### src/rtl/div32_u_seq.sv
// Iterative unsigned divider, restoring radix-2, one quotient bit per clock (LO = quotient, HI = remainder).
// Optional macro DIV32_EARLY_OUT_EN: finish in one cycle when A < B (non-zero B).
module div32_u_seq #(
    parameter int DATA_WIDTH = 32
) (
    input  logic                  CLK,
    input  logic                  RST,
    input  logic                  START,
    input  logic [DATA_WIDTH-1:0] A,
    input  logic [DATA_WIDTH-1:0] B,
    output logic                  BUSY,
    output logic                  DONE,
    output logic [DATA_WIDTH-1:0] HI,
    output logic [DATA_WIDTH-1:0] LO,
    output logic                  DIV_BY_ZERO
);

    localparam logic [1:0] S_IDLE = 2'd0;
    localparam logic [1:0] S_RUN  = 2'd1;
    localparam logic [1:0] S_FIN  = 2'd2;

    localparam int                CNT_W    = $clog2(DATA_WIDTH + 1);
    localparam logic [CNT_W-1:0]  CNT_INIT = CNT_W'(DATA_WIDTH);
    localparam logic [CNT_W-1:0]  CNT_ONE  = CNT_W'(1);

    logic [1:0]            state;
    logic                  fin_pend;
    logic [DATA_WIDTH-1:0] dvd;
    logic [DATA_WIDTH-1:0] dsr;
    logic [DATA_WIDTH-1:0] rem;
    logic [CNT_W-1:0]      count;
    logic                  accept;
    logic                  short_op;
    logic [DATA_WIDTH:0]   step;

    // One restoring step on a 33-bit trial remainder; returns {quotient bit, new remainder}.
    function automatic logic [DATA_WIDTH:0] div_step(
        input logic [DATA_WIDTH-1:0] r,
        input logic                  next_bit,
        input logic [DATA_WIDTH-1:0] d
    );
        logic [DATA_WIDTH:0] r_sh;
        logic [DATA_WIDTH:0] d_ext;
        r_sh  = {r, next_bit};
        d_ext = {1'b0, d};
        if (r_sh >= d_ext)
            div_step = {1'b1, DATA_WIDTH'(r_sh - d_ext)};
        else
            div_step = {1'b0, r_sh[DATA_WIDTH-1:0]};
    endfunction

    assign step   = div_step(rem, dvd[DATA_WIDTH-1], dsr);
    assign accept = START && ((state == S_IDLE) || ((state == S_FIN) && !fin_pend));

`ifdef DIV32_EARLY_OUT_EN
    assign short_op = (B == '0) || (A < B);
`else
    assign short_op = (B == '0);
`endif

    always_ff @(posedge CLK) begin
        if (RST) begin
            state       <= S_IDLE;
            fin_pend    <= 1'b0;
            dvd         <= '0;
            dsr         <= '0;
            rem         <= '0;
            count       <= '0;
            BUSY        <= 1'b0;
            DONE        <= 1'b0;
            HI          <= '0;
            LO          <= '0;
            DIV_BY_ZERO <= 1'b0;
        end else begin
            case (state)
                S_RUN: begin
                    rem   <= step[DATA_WIDTH-1:0];
                    dvd   <= {dvd[DATA_WIDTH-2:0], step[DATA_WIDTH]};
                    count <= count - CNT_ONE;
                    if (count == CNT_ONE) begin
                        state       <= S_FIN;
                        BUSY        <= 1'b0;
                        DONE        <= 1'b1;
                        HI          <= step[DATA_WIDTH-1:0];
                        LO          <= {dvd[DATA_WIDTH-2:0], step[DATA_WIDTH]};
                        DIV_BY_ZERO <= 1'b0;
                    end
                end
                S_FIN: begin
                    // Short operations park here one cycle so results register at t0+1.
                    if (fin_pend) begin
                        fin_pend    <= 1'b0;
                        BUSY        <= 1'b0;
                        DONE        <= 1'b1;
                        HI          <= dvd;
                        LO          <= (dsr == '0) ? '1 : '0;
                        DIV_BY_ZERO <= (dsr == '0);
                    end else begin
                        DONE  <= 1'b0;
                        state <= S_IDLE;
                    end
                end
                default: begin
                    DONE  <= 1'b0;
                    state <= S_IDLE;
                end
            endcase

            if (accept) begin
                dvd      <= A;
                dsr      <= B;
                rem      <= '0;
                count    <= CNT_INIT;
                BUSY     <= 1'b1;
                DONE     <= 1'b0;
                fin_pend <= short_op;
                state    <= short_op ? S_FIN : S_RUN;
            end
        end
    end

endmodule
### config.mk
export PLATFORM = sky130hd
export DESIGN_NAME = div32_u_seq
export DESIGN_NICKNAME = d
export VERILOG_FILES = /design/src/rtl/div32_u_seq.sv
export SDC_FILE = /design/constraint.sdc
export NUM_CORES = 1
export LEC_CHECK = 0
export CAP_MARGIN = 20
export CORE_AREA = 5 5 136 138
export CTS_BUF_LIST = sky130_fd_sc_hd__clkbuf_4 sky130_fd_sc_hd__clkbuf_8
export DETAILED_ROUTE_END_ITERATION = 16
export DIE_AREA = 0 0 141 143
export GPL_TIMING_DRIVEN = 1
export HOLD_SLACK_MARGIN = 0.08
export PLACE_DENSITY_LB_ADDON = 0.15
export SLEW_MARGIN = 20
export SYNTH_ARGS = -nofsm -noshare
export SYNTH_HDL_FRONTEND = slang
export SYNTH_SLANG_ARGS = --single-unit
### constraint.sdc
create_clock -name CLK -period 3.7 [get_ports CLK]
set_input_delay 0.74 -clock CLK [delete_from_list [all_inputs] [get_ports CLK]]
set_output_delay 0.74 -clock CLK [all_outputs]
set_load 0.01 [all_outputs]
== After elaboration in Yosys (flattened, before gate mapping) ==
Index checks and enable logic that the tools add are counted.
Operators by class
  equality and inequality tests: 8
  reductions and logical operators: 15
  $add $sub $neg: 2
  order comparisons: 1
  multiplexer cells: 28
Operators with widths (number)
  32-bit two-way mux: 7
  32-bit one-hot mux with 2 select lines: 2
  32-bit zero test: 2
  33-bit by 32-bit greater-or-equal comparator with 1-bit output: 1
  33-bit two-way mux: 1
  32-bit subtractor: 1
  6-bit two-way mux: 2
  3-bit != test (second input constant): 3
  1-bit two-way mux: 8
  2-bit two-way mux: 4
  6-bit by 1-bit equality test with 1-bit output (second input constant): 1
  1-bit one-hot mux with 2 select lines: 3
  3-bit AND reduction: 2
  2-bit nonzero test: 3
  6-bit by 1-bit subtractor with 6-bit output (second input constant): 1
  2-bit != test (second input constant): 2
  2-bit one-hot mux with 2 select lines: 1
  3-bit nonzero test: 1
  2-bit by 1-bit equality test with 1-bit output (second input constant): 1
  2-bit equality test (second input constant): 1
  1-bit logical AND: 2
  2-bit zero test: 1
  2-bit AND reduction: 1
  2-bit OR reduction: 1
  2 further kinds: 2
Word-level totals
  output and inout bits: 67
  word-level logic and storage cells: 66
  bits of input ports: 67
  flip-flop bits (word level): 172

== Logic depth before layout (Yosys ltp) ==
Gate-level depths: netlist of run 1.
  depth in word-level cells: 6
  gate-level depth with buffers: 14
  depth with buffers taken out: 13

== Worst setup path after synthesis of run 1 ==
OpenSTA, ideal clock, no wires.
  path type: reg-to-reg
  start point: reg dvd[31]
  end point: reg HI[24]
  path slack: 1.004 ns
  stages on the path, launching flop included: 14
  period minus slack after synthesis: 2.696 ns
  arrival: 2.559 ns
  setup time: 0.137 ns
  buffers on the path: 0
  data required time: 3.563 ns
  cells stage by stage: dfxtp_1 inv_1 ha_1 inv_1 fa_1 a21o_1 a221o_2 o211ai_2 o211ai_1 a31oi_1 xor2_1 nor2_1 a211oi_1 o32ai_1
On the way
  word-level cells in the longest chain between the ends: 4
  elaborated cells between the ends (all ways): 5
  those cells by class: 1 x add/sub; 1 x order compare; 3 x mux
RTL lines
  from (decl): RTL line 28  | logic [DATA_WIDTH-1:0] dvd;
  from (signal assigned): RTL line 78  | dvd <= {dvd[DATA_WIDTH-2:0], step[DATA_WIDTH]};
  32-bit subtractor / 33-bit by 32-bit greater-or-equal comparator with 1-bit output (equally long branches): RTL line 47, 46
  33-bit two-way mux *: RTL line 46  | if (r_sh >= d_ext)
  32-bit two-way mux *: RTL line 80  | if (count == CNT_ONE) begin
  32-bit one-hot mux with 2 select lines *: RTL line 75  | case (state)
  to (signal assigned): RTL line 84  | HI <= step[DATA_WIDTH-1:0];
  to (signal assigned): RTL line 95  | HI <= dvd;
  to (decl): RTL line 13  | output logic [DATA_WIDTH-1:0] HI,
Mark *: on every way between the ends. The rest lies on a longest branch, timed or not. The select of a mux whose other input is x is not followed.
A chain may end at the register's enable or synchronous reset.

== Final worst setup path of run 1 ==
  start point: reg dvd[31]
  end point: reg HI[18]
Same word-level chain as after synthesis.

==> flow_summary.ini, run 1 <==
[status]
status = finished clean

[drt]
drt_iter0_drc = 637
dr_total_vias = 8876
drt_first_pass_iters = 5
wirelength_mm = 26.8
wl_per_cell_um = 18.1
ant_nets = 0
avgViaCountPerCell = 5.99
post-route-drc-count = 0

[yosys]
avgSynthCellArea_um2 = 8.02
synth_top_area_share_pct = 37.2
synth-seq-cells = 172
synth_edf_count = 0
synth_area_leaders = dfxtp_1 37%, a21oi_1 9.5%, a211oi_1 5.4%
synth_cell_types = 66
async_reset_ff_share_pct = 0
synth_fp_nets = 1259
synthCells = 1154
netlist_area_um2 = 9250
ys_seq_area_share_pct = 37.2
yosys.area.top_type = dfxtp_1
ys.flop_type = dfxtp_1
synth_warnings = 0

[power]
swShare_pct = 36.9
power.total_mw = 5.88
ir_drop_mv = 0.270
clkPwrFrac_pct = 24.4
p_sw_mw = 2.17
pwr-share-comb_pct = 38.0
seq_power_share_pct = 37.6
intPower_mw = 3.71
p_leak_nw = 4.23
power_density_nw_per_um2 = 526

[cells_and_area]
nNetsFinal = 1350
diodes = 0
syn2layout_area_growth_pct = 20.8
seqCellArea_um2 = 3440
fin_cells = 1482
drive_gt1_share_pct = 7.40
post-route-cell-area_um2 = 11200
fillers = 1540
multi_input_area_um2 = 5310

[placed_design]
dp_cells = 1446
place.gp.congestion = 0.974
numPortBuffers = 133
place_area_um2 = 10700
place.detailed.hpwl_mm = 19.0

[critical_path]
crit_path_frequent_cell = inv_1
path_max_fanout = 4
rr_worst_depth = 13
worst_ep_arrival_time_ps = 3580
r2r_slack_ps = 460
max_stage_delay_ps = 390
reg2reg_from = dvd[31]
path_cells = inv_1 -> ha_1 -> inv_1 -> fa_1 -> a21o_1 -> a221o_2 -> o211ai_2 -> o21ai_0 -> a21oi_1 -> xor2_1 -> nor2_1 -> a211oi_1 -> o41ai_1
crit_type = flip-flop to flip-flop
cp_slowest_cell = fa_1
setup.worst_path.end_class = flip-flop
rr_endpoint = HI[18]
startpoint_type = flip-flop
crit_required_ps = 4050

[timing]
finalClockSkew_ps = 13.9
finalHoldViolations = 0
finalCriticalPeriod_ps = 3240
setup_violations = 0
slew_headroom_pct = 44.7
fin_crit_sh_pct = 87.4
max_freq_mhz = 309
rsz0062_at_grt = false
setup_tns_ps = 0
drv_slew = 0
worst_pin_slew_ps = 829

[clock_tree]
clkSinkCount = 172
clock_latency_ps = 470
ctsHtreeMaxLevel = 4
cts.path.max_buffers = 2
cts_tree = done
numCtsBuffers = 17
path_clk_slew_ps = 100
root_buffer = clkbuf_8

[min_path]
hold_path_end = dsr[15]
hp-start = dsr[15]
worst_hold_path_type = flip-flop to flip-flop
holdPathStages = 2

[die]
rows = 48
fp.dieArea_um2 = 20200
fp.dieW_um = 141
io_pins = 134
initial_utilization_pct = 54.3
coreArea_um2 = 17100
die_h_um = 143

[global_routing]
antenna_found_initial = 0
grt_start_max_net_pins = 96
gr-total-overflow = 0
grtUsageTotal_pct = 26.4
grt_pass1_vias = 8672
grt_pass1_wl_mm = 43.3

[flow_run]
max_cap_viol_count = 0
==> sequential cells by signal, indices dropped and copies added, names as in the netlist <==
register and flops:
DIV_BY_ZERO 1, HI 32, rem 32, fin_pend 1, LO 32, count 6
BUSY 1, state 2, dvd 32, DONE 1, dsr 32
==> power by group through the flow <==
stage,combinational (mW),clock [mW],sequential [mW]
CTS,2.19,1.45,2.21
global route,2.46,1.54,2.23
detailed placement,2.17,0,2.25
floorplan,1.46,0,2.25
global placement,2.16,0,2.25
finish,2.23,1.43,2.21
==> logic make-up after synthesis <==
family          after synthesis  synth area share (%)
mux                          52                  5.68
fa+ha+maj                    38                  5.22
compound gates              414                  27.9
buf+inv                     132                  5.80
xor+xnor                     27                  2.56
simple gates                319                  15.7
flops                       172                  37.2
==> stage by stage <==
stage,hold WS (ps),util (%),worst slack [ps]
5_1_grt,485,65.5,234
6_report,459,65.5,464
3_3_place_gp,444,62.8,404
3_5_place_dp,448,62.8,327
4_1_cts,462,65.2,296
2_1_floorplan,436,-,1000
==> what timing repair did <==
item,in CTS,in global routing
buffers inserted,0,5
endpoints found under the setup margin,0,1
gates resized for setup,0,0
hold buffers,0,0
endpoints found under the hold margin,0,0
==> synthesized netlist by cell type, types with 12 or more instances <==
library cell,count
dfxtp_1,172
clkbuf_1,60
inv_1,44
nor4_1,16
buf_2,12
a211oi_1,67
xor2_1,16
mux2i_1,48
ha_1,37
nand3_1,16
nor2_1,110
a21o_1,22
a21oi_1,175
nand2_1,120
o21ai_0,66
==> worst max-delay path, delay by kind of cell (launching register included) <==
family	cells	cell delay (ps)
flops	1	320
fa+ha+maj	2	580
xor+xnor	1	90
compound gates	7	1760
simple gates	1	140
buf+inv	2	210
==> worst max path at each step <==
stage                        from      to  slack, ps  depth (start not counted)
after floorplan           dvd[31]  HI[24]       1000                         13
after global placement    dsr[19]  HI[23]        400                         12
after detailed placement  dsr[19]  HI[23]        330                         12
after CTS                 dsr[19]  HI[23]        300                         12
after global routing      dvd[31]  HI[24]        230                         13
final                     dvd[31]  HI[18]        460                         13
==> layout by cell type (no fill, tap or decap), drive strengths merged, types with 28 or more instances in the layout <==
| cell | Yosys | final |
|---|---|---|
| a211oi | 67 | 67 |
| mux2i | 48 | 48 |
| inv | 44 | 50 |
| dfxtp | 172 | 172 |
| o21ai | 74 | 74 |
| a21oi | 176 | 176 |
| nor2 | 110 | 110 |
| ha | 37 | 37 |
| clkdlybuf4s50 | 0 | 132 |
| nand2 | 120 | 120 |
| buf | 25 | 28 |
==> layer usage <==
layer	wire [um]	GRT usage (%)	up-vias
met4	715	9.43	0
met1	11300	32.0	4249
li1	-	-	4333
met2	13600	47.1	239
met5	0	0	-
met3	1160	4.79	55
==> layout make-up <==
| class | count | area share [%] |
|---|---|---|
| sequential | 172 | 30.8 |
| clock buffer | 17 | 2.09 |
| clock inverter | 14 | 1.62 |
| multi-input combinational | 850 | 47.5 |
| timing repair buffer | 160 | 14.0 |
| tap | 225 | 2.52 |
| inverter | 44 | 1.48 |
Note: power is estimated with default switching activity, not from simulation.
==> run 2, diff against run 1 <==
- HOLD_SLACK_MARGIN: 0.08 -> 0.03
==> results of run 2 <==
No change in the layout: final DEF, timing and power equal those of run 1.
